File: src/rtl/s32x_sdram_resp.sv
`default_nettype none
// ============================================================================
// s32x_sdram_resp : 32X SH2 SDRAM-bus responder with one-entry posted write buffer
// Revision: 1.0
// ============================================================================
module s32x_sdram_resp #(
    parameter int POST_WRITES = 1,
    parameter int ADDR_W      = 17
) (
    input  logic              CLK,
    input  logic              RST_N,
    input  logic [ADDR_W-1:0] SDR_A,
    input  logic [15:0]       SDR_DI,
    output logic [15:0]       SDR_DO,
    input  logic              SDR_CS,
    input  logic [1:0]        SDR_WE,
    input  logic              SDR_RD,
    output logic              SDR_WAIT,
    output logic [ADDR_W-1:0] MEM_ADDR,
    output logic [15:0]       MEM_DO,
    output logic [1:0]        MEM_BE,
    output logic              MEM_WE,
    output logic              MEM_REQ,
    input  logic [15:0]       MEM_DI,
    input  logic              MEM_ACK
);
    localparam logic [1:0] IDLE    = 2'd0;
    localparam logic [1:0] DRAIN   = 2'd1;
    localparam logic [1:0] RD_WAIT = 2'd2;
    localparam logic [1:0] WR_WAIT = 2'd3;
    localparam logic       POSTED  = (POST_WRITES != 0);

    logic [1:0]        state;
    logic [1:0]        state_nxt;

    logic              served;
    logic [ADDR_W-1:0] srv_a;
    logic              srv_rd;
    logic [1:0]        srv_we;

    logic              buf_full;
    logic [ADDR_W-1:0] buf_addr;
    logic [15:0]       buf_data;
    logic [1:0]        buf_be;

    logic              acc;
    logic              same_acc;
    logic              new_acc;
    logic              new_rd;
    logic              new_wr;
    logic              issue_drain;
    logic              issue_rd;
    logic              issue_wr;
    logic              post_now;
    logic              drain_done;
    logic              rd_done;
    logic              wr_done;
    logic              done_now;

    // An access is "new" unless it is the very one already completed; any change
    // of address or strobes under a held CS counts as a fresh access.
    always_comb begin
        acc      = SDR_CS & (SDR_RD | (SDR_WE != 2'b00));
        same_acc = (SDR_A == srv_a) & (SDR_RD == srv_rd) & (SDR_WE == srv_we);
        new_acc  = acc & ~(served & same_acc);
        new_rd   = new_acc & SDR_RD;
        new_wr   = new_acc & ~SDR_RD;
    end

    always_ff @(posedge CLK) begin
        if (!RST_N) begin
            state <= IDLE;
        end else begin
            state <= state_nxt;
        end
    end

    always_comb begin
        state_nxt = state;
        case (state)
            IDLE: begin
                if (issue_drain || post_now) begin
                    state_nxt = DRAIN;
                end else if (issue_rd) begin
                    state_nxt = RD_WAIT;
                end else if (issue_wr) begin
                    state_nxt = WR_WAIT;
                end
            end
            DRAIN, RD_WAIT, WR_WAIT: begin
                if (MEM_ACK) begin
                    state_nxt = IDLE;
                end
            end
            default: state_nxt = IDLE;
        endcase
    end

    always_comb begin
        issue_drain = 1'b0;
        issue_rd    = 1'b0;
        issue_wr    = 1'b0;
        post_now    = 1'b0;
        drain_done  = 1'b0;
        rd_done     = 1'b0;
        wr_done     = 1'b0;
        case (state)
            IDLE: begin
                if (buf_full) begin
                    issue_drain = 1'b1;
                end else if (new_rd) begin
                    issue_rd = 1'b1;
                end else if (new_wr && POSTED) begin
                    post_now = 1'b1;
                end else if (new_wr) begin
                    issue_wr = 1'b1;
                end
            end
            DRAIN:   drain_done = MEM_ACK;
            RD_WAIT: rd_done    = MEM_ACK & new_rd;
            WR_WAIT: wr_done    = MEM_ACK & new_wr;
            default: ;
        endcase
        done_now = post_now | rd_done | wr_done;
        SDR_WAIT = RST_N & new_acc & ~done_now;
    end

    always_ff @(posedge CLK) begin
        if (!RST_N) begin
            served   <= 1'b0;
            srv_a    <= '0;
            srv_rd   <= 1'b0;
            srv_we   <= 2'b00;
            buf_full <= 1'b0;
            buf_addr <= '0;
            buf_data <= 16'h0000;
            buf_be   <= 2'b00;
            SDR_DO   <= 16'h0000;
            MEM_REQ  <= 1'b0;
            MEM_WE   <= 1'b0;
            MEM_BE   <= 2'b00;
            MEM_ADDR <= '0;
            MEM_DO   <= 16'h0000;
        end else begin
            if (done_now) begin
                served <= 1'b1;
                srv_a  <= SDR_A;
                srv_rd <= SDR_RD;
                srv_we <= SDR_WE;
            end else begin
                served <= served & acc & same_acc;
            end

            if (post_now) begin
                buf_full <= 1'b1;
                buf_addr <= SDR_A;
                buf_data <= SDR_DI;
                buf_be   <= SDR_WE;
            end else if (drain_done) begin
                buf_full <= 1'b0;
            end

            // Abandoned reads still finish on the bus but never reach SDR_DO.
            if (rd_done) begin
                SDR_DO <= MEM_DI;
            end

            if (issue_drain) begin
                MEM_REQ  <= 1'b1;
                MEM_WE   <= 1'b1;
                MEM_ADDR <= buf_addr;
                MEM_DO   <= buf_data;
                MEM_BE   <= buf_be;
            end else if (post_now || issue_wr) begin
                MEM_REQ  <= 1'b1;
                MEM_WE   <= 1'b1;
                MEM_ADDR <= SDR_A;
                MEM_DO   <= SDR_DI;
                MEM_BE   <= SDR_WE;
            end else if (issue_rd) begin
                MEM_REQ  <= 1'b1;
                MEM_WE   <= 1'b0;
                MEM_ADDR <= SDR_A;
                MEM_BE   <= 2'b11;
            end else if ((state != IDLE) && MEM_ACK) begin
                MEM_REQ <= 1'b0;
            end
        end
    end
endmodule
`default_nettype wire

File: config.mk
export PLATFORM = sky130hd
export DESIGN_NAME = s32x_sdram_resp
export DESIGN_NICKNAME = d
export VERILOG_FILES = /design/src/rtl/s32x_sdram_resp.sv
export SDC_FILE = /design/constraint.sdc
export NUM_CORES = 1
export LEC_CHECK = 0
export BUFFER_PORTS_ARGS = -buffer_cell sky130_fd_sc_hd__buf_2
export CORE_UTILIZATION = 54
export CTS_CLUSTER_SIZE = 12
export DETAILED_ROUTE_END_ITERATION = 10
export PLACE_DENSITY_LB_ADDON = 0.08
export SYNTH_ARGS = -nofsm -noshare
export SYNTH_HDL_FRONTEND = slang
export SYNTH_SLANG_ARGS = --single-unit
File: constraint.sdc
create_clock -name CLK -period 2.5 [get_ports CLK]
set_clock_uncertainty 0.2 [all_clocks]
set_input_delay 0.5 -clock CLK [delete_from_list [all_inputs] [get_ports CLK]]
set_output_delay 0.5 -clock CLK [all_outputs]
set_load 0.01 [all_outputs]
# Yosys cells after proc, flatten, opt, wreduce, memory -nomap -nowiden
# Index checks and enable logic that the tools add are counted.
# totals
wordCells	87
output_inout_bits	54
regBits	112
input_bits	56
# classes
reduce_logical	11
eq_ne	8
muxes	34
bitwise_logic	19
# ops
operator	count
$mux 17	3
$mux 16	2
$mux 1	22
$eq 17x17->1	1
$and 1x1->1	13
$mux 2	6
$reduce_bool 2->1	4
$eq 2x2->1 const B	2
$pmux 2 s2	1
$reduce_bool 4->1	1
$ne 3x3->1 const B	1
$not 1->1	3
$or 1x1->1	3
$reduce_bool 3->1	1
$reduce_or 3->1	1
$eq 2x1->1 const B	1
$eq 2x2->1	1
$logic_not 2->1	1
$ne 2x2->1 const B	1
$reduce_and 2->1	1
$eq 1x1->1	1
$logic_and 1x1->1	1
$logic_or 1x1->1	1

# Longest topological paths before layout
# Gate-level depths: netlist of the first run.
# logic_depth
ltp_word	15
depth_mapped	8

# Least setup slack after synthesis of the first run
# OpenSTA, ideal clock, no wires.
# synth_path
path_kind	input -> register
from	input port SDR_A[15]
to	register MEM_ADDR[10]
setup_slack_ns	0.170
cell_stages	8
t_arrival_ns	1.997
setup_time_ns	0.134
path_cell_list	xor2_1 > a2111oi_4 > nand4_2 > and3_1 > buf_6 > buf_6 > a222oi_1 > o22ai_1
# synth_via
elab_chain_cells	13
word_cells_on_any_way	18
# synth_lines
item	line	source
start: declaration	12	input logic [ADDR_W-1:0] SDR_A,
$eq 17x17->1 *	64	same_acc = (SDR_A == srv_a) & (SDR_RD == srv_rd) & (SDR_WE == srv_we);
$and 1x1->1 * (2 in a row)	64	
$and 1x1->1 *	65	new_acc = acc & ~(served & same_acc);
$not 1->1 *	65	
$and 1x1->1 *	65	
$and 1x1->1	67	new_wr = new_acc & ~SDR_RD;
$mux 1	113	end else if (new_wr && POSTED) begin
$mux 1	111	end else if (new_rd) begin
$mux 1	109	if (buf_full) begin
$mux 1	107	case (state)
$mux 17	174	end else if (post_now || issue_wr) begin
$mux 17	168	if (issue_drain) begin
end signal: assignment	171	MEM_ADDR <= buf_addr;
end: declaration	19	output logic [ADDR_W-1:0] MEM_ADDR,
# Every way passes the cells marked *; elsewhere a longest branch is shown, timed or not.
# A chain may end at the register's enable or synchronous reset.

# Worst setup path in the final report of the first run
# layout_path
from	register srv_a[0]
to	output port SDR_WAIT
# layout_via
elab_chain_cells	15
word_cells_on_any_way	21
# layout_lines
item	line	source
start: declaration	37	logic [ADDR_W-1:0] srv_a;
start signal: assignment	131	srv_a <= '0;
start signal: assignment	147	srv_a <= SDR_A;
$eq 17x17->1 *	64	
$and 1x1->1 * (2 in a row)	64	
$and 1x1->1 *	65	
$not 1->1 *	65	
$and 1x1->1 *	65	
$and 1x1->1	67	
$mux 1	113	
$mux 1	111	
$mux 1	109	
$mux 1	107	
$or 1x1->1 (2 in a row)	124	done_now = post_now | rd_done | wr_done;
$not 1->1	125	SDR_WAIT = RST_N & new_acc & ~done_now;
$and 1x1->1 *	125	
end: declaration	18	output logic SDR_WAIT,
# Marks and branches as above.

==> results of run 1 <==
worst max-delay path: stages, from the launching register on:
cell and delay [ns]:
dfxtp_2 0.34, xor2_2 0.17, a2111oi_4 0.37, nand4_2 0.15
o21ai_2 0.20, nor3_2 0.06, buf_2 0.15
final timing paths:
kind	endpoint	slack, ns	cells past startpoint
worst max-delay path	SDR_WAIT	-0.007	6
worst min-delay path	SDR_DO[15]$_SDFFE_PN0P_	0.16	3
worst max register to register	MEM_ADDR[14]$_SDFFE_PN0P_	0.11	8
worst min register to register	SDR_DO[11]$_SDFFE_PN0P_	0.26	2
per-layer routing:
layer | track usage, % | vias up | share of wire [%]
met1 | 36.9 | 2226 | 45
met4 | 8.96 | 0 | 1.5
li1 | - | 2306 | -
met3 | 3.55 | 16 | 5.5
met5 | 0 | - | 0
met2 | 45.6 | 169 | 47
kinds of logic (layout without fill, tap and decap cells):
logic type,count (synthesis),count (layout),synth area share (%)
buf+inv,52,177,4.96
compound gates,125,125,17.7
simple gates,209,209,18.7
mux,54,54,11.1
flops,112,112,44.2
xor+xnor,19,19,3.28
sequential cells by signal, summed over array words and instances, names as in the netlist:
register / cells
srv_we: 2
MEM_ADDR: 17
buf_data: 16
buf_addr: 17
MEM_REQ: 1
buf_be: 2
buf_full: 1
MEM_DO: 16
served: 1
MEM_WE: 1
srv_a: 17
srv_rd: 1
MEM_BE: 2
state: 2
SDR_DO: 16
placed cells by master, fill, tap and decap left out, types with 2 or more instances in the layout:
cell type  Yosys  routed
a21oi_1        6       5
a222oi_1      33      33
a31oi_1       19      19
buf_12         0       8
buf_2          6     108
buf_4          1      42
bufinv_16      0       2
clkbuf_8       0      10
dfxtp_1      112     109
dfxtp_2        0       3
inv_1          5       5
mux2_2        17      17
mux2i_1       37      37
nand2_1      145     145
nand2b_1       2       2
nand3_1       19      19
nand3b_1      17      17
nor2_1        10       9
nor3_2         1       2
nor3_4         1       2
nor4_2         2       3
o21ai_0       39      38
o221a_2        2       2
o22ai_1       18      18
o31a_1         2       2
xor2_1        18      17
what timing repair did:
action,in CTS,in global routing
gates resized for setup,9,1
setup endpoints to repair,1,4
hold endpoints to repair,0,0
pin swaps,4,5
buffers inserted,2,0
power breakdown:
| group | total, W | internal [W] | switching (W) |
|---|---|---|---|
| combinational | 0.000799 | 0.000352 | 0.000446 |
| sequential | 0.00199 | 0.00191 | 0.0000749 |
| clock | 0.00118 | 0.000583 | 0.000596 |
metrics by stage:
| stage | util (%) | cells | setup WS (ns) |
|---|---|---|---|
| 4_1_cts | 70.2 | 804 | -0.0316 |
| 3_5_place_dp | 67.5 | 790 | -0.260 |
| 6_report | 70.3 | 804 | -0.00715 |
| 5_1_grt | 70.3 | 804 | -0.114 |
| 2_1_floorplan | - | 571 | 0.170 |
| 3_3_place_gp | 67.5 | 790 | -0.198 |
cell type report:
cell class / count / area, sq um
well taps: 108 / 135
multi-input cells: 407 / 2620
fillers: 734 / 2650
clock buffers: 11 / 141
repair buffers: 158 / 1020
flip-flops and latches: 112 / 2250
inverters: 5 / 18.8
clock inverters: 3 / 67.6
==> qor.yml, run 1 <==
critical_path:
  crit_path_start: "srv_a[0]$_SDFFE_PN0P_"
  end_kind: "primary output"
  timing.critical_path.from_type: "flop"
  setup.worst_path.class: "flop to primary output"
  critPathRequiredTime_ns: 1.80
  r2r_start: "srv_a[0]$_SDFFE_PN0P_"
  timing.critical_path.arrival_ns: 1.81
  critPathMaxFanout: 2
finish:
  postLayoutCellArea_sq_um: 6250
  antenna_cells: 0
  syn_to_layout_area_delta_pct: 23.3
  design.final.nets: 749
  drive_gt1_share_pct: 29.9
logic_synthesis:
  synth_area_leader_cell: "dfxtp_1"
  netlist_area_sq_um: 5070
  synth_edf_count: 0
  synth_top_cells_by_count: "145 x nand2_1, 112 x dfxtp_1, 39 x o21ai_0"
  ys_ff_latch: 112
  ys.flop_type: "dfxtp_1"
  yosysMostFrequentCell: "nand2_1"
  synthDominantCellAreaShare_pct: 44.2
  ys_warn_count: 0
  yosys.cell_types.count: 42
  synth_area_leaders: "dfxtp_1 44%, nand2_1 11%, mux2i_1 7.3%, a222oi_1 6.5%, o21ai_0 3.9%"
  avgSynthCellArea_sq_um: 8.87
  mappedNetlistNets: 627
  synthesis.instances: 571
  ys_seq_area_share_pct: 44.2
  synthArstFlopShare_pct: 0
clock_network:
  cts_max_level: 3
  max-clock-path-buffers: 2
  cts_inserted_buffers: 9
  cts_hold_repair.buffers: 0
  clk-insertion-delay-late_ns: 0.38
  clock_sink_count: 112
  clock_tree.root_cell: "clkbuf_8"
  tritoncts: "yes"
  cts.reportedPaths.clkPinSlew_ns: 0.10
timing:
  timing.slew.headroom_pct: 53.4
  max_freq_mhz: 399
  grt_setup_unrepaired: "true"
  layout_worst_path_cycle_share_pct: 100
  finalHoldViolations: 0
  timing_max_transition_violations_final: 0
  tightest_slew_ns: 0.698
  timing.hold.ws_ns: 0.158
  min_period_ns: 2.51
  layout_setup_ws_ns: -0.00715
  setup_tns_ns: -0.00715
  setup_failing_eps_final: 1
place:
  gp_congestion: 0.839
  portBuffers: 109
  dp_hpwl_um: 8670
  placement.cell_area_sq_um: 6000
run_status:
  failed_checks: "negative setup slack"
  result_of_the_run: "finished, violations left"
power_and_ir_drop:
  power_density_nw_per_um2: 635
  power_leakage_nw: 2.78
  vdd.ir_drop.worst_mv: 0.329
  finalPower_w: 0.00396
drt:
  routed_wire_length_per_instance_um: 16.4
  vias_per_cell: 5.87
  detailedRoute.firstIterationViolations: 288
  dr_total_vias: 4717
  drcViolationCount: 0
  wl_um: 13200
  drtPass1Iterations: 5
  antenna_violating_nets_post_route: 0
floorplan:
  initial_core_util_pct: 57.0
  floorplan.die_area_sq_um: 9780
  die_h_um: 98.9
  die_w_um: 98.9
  number_of_ports_placed_on_the_die_boundary: 110
  floorplan.core_area_sq_um: 8890
  std_cell_rows: 34
global_routing:
  grt_max_degree: 111
  number_of_antenna_violations_at_the_first_check_in_global_routing: 0
  grt_first_pass_wirelength_um: 21400
  grt_use_total_pct: 27.4
  overflow: 0
  grt_pass1_vias: 4436
flow_run:
  drv.max_cap_violation_count: 0
min_path:
  min-delay-path-class: "primary input to flop"
  hp-start: "MEM_DI[15]"
Note: power is estimated with default switching activity, not from simulation.
==> run 2: changes to the inputs <==
--- a/config.mk
+++ b/config.mk
@@ -6,10 +6,12 @@
 export NUM_CORES = 1
 export LEC_CHECK = 0
 export BUFFER_PORTS_ARGS = -buffer_cell sky130_fd_sc_hd__buf_2
-export CORE_UTILIZATION = 54
+export CORE_UTILIZATION = 58
+export CTS_CLUSTER_DIAMETER = 150
 export CTS_CLUSTER_SIZE = 12
 export DETAILED_ROUTE_END_ITERATION = 10
 export PLACE_DENSITY_LB_ADDON = 0.08
+export REMOVE_ABC_BUFFERS = 1
 export SYNTH_ARGS = -nofsm -noshare
 export SYNTH_HDL_FRONTEND = slang
 export SYNTH_SLANG_ARGS = --single-unit
==> constraint.sdc (replaced) <==
create_clock -name CLK -period 3.15 [get_ports CLK]
set_clock_uncertainty 0.2 [all_clocks]
set_input_delay 0.63 -clock CLK [delete_from_list [all_inputs] [get_ports CLK]]
set_output_delay 0.63 -clock CLK [all_outputs]
set_load 0.01 [all_outputs]
==> qor.yml, run 2 (synthesis gave the netlist of run 1 again) <==
clock_network:
  clock_sink_count: 112  # unchanged
  cts_max_level: 3  # unchanged
  max-clock-path-buffers: 2  # unchanged
  clock_tree.root_cell: "clkbuf_8"
  cts.reportedPaths.clkPinSlew_ns: 0.10  # about the same
  tritoncts: "yes"
  cts_inserted_buffers: 9  # unchanged
  cts_hold_repair.buffers: 0  # unchanged
  post_cts_setup_inserts: 0  # -2
  clk-insertion-delay-late_ns: 0.38  # about the same
  cts_resized: 0  # -9
place:
  portBuffers: 109  # unchanged
  placement.cell_area_sq_um: 5710  # -4.9%
  gp_congestion: 0.826  # -1.5%
  dp_hpwl_um: 7900  # -8.8%
drt:
  drcViolationCount: 0  # unchanged
  detailedRoute.firstIterationViolations: 389  # +35%
  routed_wire_length_per_instance_um: 15.8  # -3.2%
  drtPass1Iterations: 6  # +1
  wl_um: 12300  # -6.8%
  vias_per_cell: 5.95  # +1.5%
  dr_total_vias: 4607  # -2.3%
  antenna_violating_nets_post_route: 0  # unchanged
floorplan:
  floorplan.die_area_sq_um: 9110  # -6.8%
  number_of_ports_placed_on_the_die_boundary: 110  # unchanged
  initial_core_util_pct: 60.8  # +3.8 points
  die_w_um: 95.5  # -3.4%
  die_h_um: 95.5  # -3.4%
  floorplan.core_area_sq_um: 8340  # -6.2%
  std_cell_rows: 33  # -2.9%
timing:
  timing.slew.headroom_pct: 21.6  # -32 points
  min_period_ns: 2.90
  max_freq_mhz: 345
  layout_worst_path_cycle_share_pct: 91.9
  setup_failing_eps_final: 0  # -1
  finalHoldViolations: 0  # unchanged
  timing.hold.ws_ns: 0.258  # +0.0994 ns
  timing_max_transition_violations_final: 0  # unchanged
  setup_tns_ns: 0  # +0.00715 ns
  grt_setup_unrepaired: "false"
  tightest_slew_ns: 1.17  # +0.473 ns
critical_path:
  r2r_start: "state[0]$_SDFFE_PN0P_"
  max_stage_delay_ns: 0.40  # +0.03 ns
  crit_chain: "buf_2, xor2_1, nor4_2, nand4_2, o21ai_0, nor3_1, buf_2"
  timing.reg2reg.worst_path_depth: 5  # -3
  crit_path_top_delay_cell: "nor4_2"
  critPathRequiredTime_ns: 2.32  # +0.52 ns
  capturing_element_of_the_worst_setup_path: "SDR_WAIT"
  crit_family: "simple AND/OR/NAND/NOR gates"
  cp_num_buf_inv: 2  # +1
  setup.reg_to_reg.worst_slack_ns: 0.62  # +0.51 ns
  crit_top_cell: "buf_2"
  crit_path_start: "SDR_WE[1]"
  critPathMaxFanout: 5  # +3
  timing.critical_path.from_type: "primary input"
  crit-reg2reg-capture: "MEM_DO[6]$_SDFFE_PN0P_"
  setup.worst_path.class: "primary input to primary output"
  end_kind: "primary output"
  timing.critical_path.arrival_ns: 2.07  # +0.26 ns
  critical_path_cell_count: 7  # +1
min_path:
  min-delay-path-class: "flop to flop"
  hp-start: "SDR_DO[11]$_SDFFE_PN0P_"
finish:
  utilization_pct: 70.8  # +0.59 points
  postLayoutCellArea_sq_um: 5910  # -5.4%
  drive_gt1_share_pct: 25.7  # -4.2 points
  antenna_cells: 0  # unchanged
  fill_cells: 697  # -5.0%
  syn_to_layout_area_delta_pct: 16.6
  layout.cells.most_common_list: "145 x nand2_1, 112 x dfxtp_1, 108 x buf_2"
  reg.largest.list: "MEM_ADDR (17), buf_addr (17), srv_a (17)"
  design.final.nets: 720  # -3.9%
  final_common_cell: "nand2_1"
flow_run:
  drv.max_cap_violation_count: 0  # unchanged
power_and_ir_drop:
  vdd.ir_drop.worst_mv: 0.249  # -24%
  finalPower_w: 0.00304  # -23%
  power_leakage_nw: 2.61  # -6.2%
  power_density_nw_per_um2: 514  # -19%
run_status:
  result_of_the_run: "finished clean"
global_routing:
  number_of_antenna_violations_at_the_first_check_in_global_routing: 0  # unchanged
  grt_pass1_vias: 4151  # -6.4%
  overflow: 0  # unchanged
  grt_max_degree: 141  # +27%
  grt_use_total_pct: 26.9  # -0.47 points
  grt_first_pass_wirelength_um: 19400  # -9.6%
## run 2: stage by stage
stage                     setup slack [ns]  std cells
after global routing                 0.179        774
after floorplan                     -0.176        524
final                                0.254        774
after detailed placement             0.237        758
after global placement               0.234        758
after CTS                            0.246        774
## run 2: layout make-up
type / count / area (sq um) / share of cell area (%)
tap: 105 / 131 / 2.22
inverter: 5 / 18.8 / 0.318
sequential: 112 / 2240 / 37.9
timing repair buffer: 129 / 723 / 12.2
multi-input combinational: 407 / 2590 / 43.9
clock buffer: 10 / 128 / 2.16
clock inverter: 6 / 73.8 / 1.25
## run 2: tightest hold or removal path, stage by stage, from the launching register on
cell	delay, ns
dfxtp_1	0.32
nand2_1	0.05
mux2i_1	0.05
## run 2: worst min-delay path by stage
| stage | depth (start not counted) | endpoint | slack (ns) |
|---|---|---|---|
| 2_1_floorplan | 2 | buf_be[0]$_SDFFE_PN0P_ | 0.24 |
| 3_3_place_gp | 2 | SDR_DO[9]$_SDFFE_PN0P_ | 0.24 |
| 3_5_place_dp | 2 | SDR_DO[11]$_SDFFE_PN0P_ | 0.25 |
| 4_1_cts | 2 | SDR_DO[11]$_SDFFE_PN0P_ | 0.26 |
| 5_1_grt | 3 | SDR_DO[3]$_SDFFE_PN0P_ | 0.28 |
| 6_report | 2 | SDR_DO[11]$_SDFFE_PN0P_ | 0.26 |
## run 2: metal layers
layer | wire, um | GRT usage, % | vias to the layer above
li1 | - | - | 2257
met1 | 5430 | 34.1 | 2174
met2 | 5920 | 46.4 | 167
met3 | 829 | 5.50 | 9
met4 | 86 | 7.34 | 0
met5 | 0 | 0 | -
## run 2: power by group
group          internal [W]  leakage [nW]  switching, W
logic              0.000241          1.59      0.000322
clock network      0.000381         0.102      0.000509
registers           0.00152         0.914     0.0000677
==> run 3: changes to the inputs <==
--- a/config.mk
+++ b/config.mk
@@ -6,7 +6,7 @@
 export NUM_CORES = 1
 export LEC_CHECK = 0
 export BUFFER_PORTS_ARGS = -buffer_cell sky130_fd_sc_hd__buf_2
-export CORE_UTILIZATION = 58
+export CORE_UTILIZATION = 54
 export CTS_CLUSTER_DIAMETER = 150
 export CTS_CLUSTER_SIZE = 12
 export DETAILED_ROUTE_END_ITERATION = 10
==> constraint.sdc (replaced) <==
create_clock -name CLK -period 2.85 [get_ports CLK]
set_clock_uncertainty 0.2 [all_clocks]
set_input_delay 0.57 -clock CLK [delete_from_list [all_inputs] [get_ports CLK]]
set_output_delay 0.57 -clock CLK [all_outputs]
set_load 0.01 [all_outputs]
==> qor.yml, run 3 (synthesis gave the netlist of run 1 again) <==
global_routing:
  grt_first_pass_wirelength_um: 20900  # +7.6%
  number_of_antenna_violations_at_the_first_check_in_global_routing: 1  # +1
  grt_pass1_vias: 4325  # +4.2%
  grtUsageMet1_pct: 34.9  # +0.79 points
  grt_util_met2_pct: 43.9  # -2.4 points
  overflow: 0  # unchanged
  grt_use_total_pct: 26.4  # -0.55 points
  global_route_hottest_layer: "met2"
  grt_max_degree: 141  # unchanged
  groute.layer.met3.usage_pct: 5.11  # -0.40 points
place:
  gp_congestion: 0.826  # about the same
  pre_cts_setup_slack_ns: 0.00263  # -0.234 ns
  dp_hpwl_um: 8160  # +3.3%
  portBuffers: 109  # unchanged
critical_path:
  end_kind: "flop"
  capturing_element_of_the_worst_setup_path: "MEM_DO[11]$_SDFFE_PN0P_"
  critical_path_cell_count: 5  # -2
  timing.reg2reg.worst_path_depth: 5  # unchanged
  crit-reg2reg-capture: "MEM_DO[11]$_SDFFE_PN0P_"
  crit_chain: "nor3_1, nand2b_1, nor2_1, a222oi_1, a31oi_1"
  critPathRequiredTime_ns: 2.94  # +0.62 ns
  r2r_start: "state[1]$_SDFFE_PN0P_"
  crit_path_top_delay_cell: "nor2_1"
  critPathMaxFanout: 16  # +11
  timing.critical_path.arrival_ns: 2.84  # +0.77 ns
  crit_path_start: "state[1]$_SDFFE_PN0P_"
  max_stage_delay_ns: 0.95  # +0.55 ns
  cp_num_buf_inv: 0  # -2
  timing.critical_path.from_type: "flop"
  setup.reg_to_reg.worst_slack_ns: 0.1  # -0.52 ns
  crit_family: "simple AND/OR/NAND/NOR gates"
  setup.worst_path.class: "flop to flop"
finish:
  antenna_cells: 0  # unchanged
  utilization_pct: 67.0  # -3.9 points
  design.final.nets: 721  # +0.14%
  final_common_cell: "nand2_1"
  reg.largest.list: "MEM_ADDR (17), buf_addr (17), srv_a (17)"
  area_occupied_by_multi_input_gates_sq_um: 2610  # +0.77%
  fill_cells: 738  # +5.9%
  layout.cells.most_common_list: "145 x nand2_1, 112 x dfxtp_1, 108 x buf_2"
  area.sequential_sq_um: 2240  # unchanged
  drive_gt1_share_pct: 26.2  # +0.45 points
  syn_to_layout_area_delta_pct: 17.5
clock_network:
  post_cts_setup_inserts: 0  # unchanged
  clk-insertion-delay-late_ns: 0.36  # -0.02 ns
  max-clock-path-buffers: 2  # unchanged
  tritoncts: "yes"
  cts_inserted_buffers: 9  # unchanged
  clock_tree.root_cell: "clkbuf_8"
  cts_hold_repair.buffers: 0  # unchanged
  cts.reportedPaths.clkPinSlew_ns: 0.10  # about the same
  cts_max_level: 3  # unchanged
  clock_sink_count: 112  # unchanged
floorplan:
  die_w_um: 98.9  # +3.6%
  number_of_ports_placed_on_the_die_boundary: 110  # unchanged
  floorplan.core_area_sq_um: 8890  # +6.6%
  std_cell_rows: 34  # +3.0%
  die_h_um: 98.9  # +3.6%
  floorplan.die_area_sq_um: 9780  # +7.2%
  initial_core_util_pct: 57.0  # -3.8 points
timing:
  setup_failing_eps_final: 0  # unchanged
  timing.slew.headroom_pct: 19.2  # -2.5 points
  grt_setup_unrepaired: "false"
  layout_worst_path_cycle_share_pct: 96.6
  layout_setup_ws_ns: 0.0978  # -0.156 ns
  min_period_ns: 2.75
  finalHoldViolations: 0  # unchanged
  timing_max_transition_violations_final: 0  # unchanged
  tightest_slew_ns: 1.21  # +0.0368 ns
  max_freq_mhz: 363
power_and_ir_drop:
  power_leakage_nw: 2.62  # +0.42%
  power_density_nw_per_um2: 561  # +9.1%
  finalPower_w: 0.00334  # +10%
  vdd.ir_drop.worst_mv: 0.307  # +23%
drt:
  dr_total_vias: 4643  # +0.78%
  antenna_violating_nets_post_route: 0  # unchanged
  detailedRoute.firstIterationViolations: 423  # +8.7%
  vias_per_cell: 5.98  # +0.39%
  routed_wire_length_per_instance_um: 16.4  # +3.5%
  drcViolationCount: 0  # unchanged
  wl_um: 12700  # +3.9%
  drtPass1Iterations: 8  # +2
min_path:
  worst_hold_path_cells: 3  # +1
  min-delay-path-class: "primary input to flop"
flow_run:
  drv.max_cap_violation_count: 0  # unchanged
run_status:
  result_of_the_run: "finished clean"
## run 3: what timing repair did
action	CTS	global route
resized for setup	0	3
setup endpoints to repair	0	1
endpoints found under the hold margin	0	0
## run 3: worst min-delay path by stage
stage	from	to	slack (ns)
after detailed placement	MEM_ADDR[16]$_SDFFE_PN0P_	MEM_ADDR[16]$_SDFFE_PN0P_	0.25
after CTS	MEM_DI[15]	SDR_DO[15]$_SDFFE_PN0P_	0.22
after global placement	SDR_DO[3]$_SDFFE_PN0P_	SDR_DO[3]$_SDFFE_PN0P_	0.24
after floorplan	buf_be[0]$_SDFFE_PN0P_	buf_be[0]$_SDFFE_PN0P_	0.24
final	MEM_DI[15]	SDR_DO[15]$_SDFFE_PN0P_	0.24
after global routing	MEM_DI[0]	SDR_DO[0]$_SDFFE_PN0P_	0.22
## run 3: report_power, final
| group | leakage, nW | internal, W | switching [W] |
|---|---|---|---|
| registers | 0.914 | 0.00168 | 0.0000690 |
| logic | 1.61 | 0.000272 | 0.000376 |
| clock network | 0.0961 | 0.000409 | 0.000539 |
## run 3: per-layer routing
| metal | vias up | share of wire [%] |
|---|---|---|
| met4 | 0 | 0.88 |
| met2 | 187 | 49 |
| met3 | 9 | 6.9 |
| met5 | - | 0 |
| met1 | 2185 | 43 |
| li1 | 2262 | - |
## run 3: through the flow
stage | TNS (ns) | cell area, sq um | cells | hold slack, ns
2_1_floorplan | -20.88 | 4830 | 524 | 0.235
3_3_place_gp | 0 | 5740 | 762 | 0.241
3_5_place_dp | 0 | 5740 | 762 | 0.247
4_1_cts | 0 | 5940 | 777 | 0.216
5_1_grt | 0 | 5960 | 777 | 0.217
6_report | 0 | 5960 | 777 | 0.235
## run 3: cell type report
cell class,count,share of cell area (%)
repair buffers,130,12.7
clock buffers,9,2.08
clock inverters,6,1.16
flip-flops and latches,112,37.6
multi-input cells,407,43.8
inverters,5,0.315
well taps,108,2.27
## run 3: worst reg2reg max path: stages, from the launching register on
cell and delay, ns:
dfxtp_1 0.43, nor3_1 0.44, nand2b_1 0.21, nor2_1 0.95, a222oi_1 0.23, a31oi_1 0.22
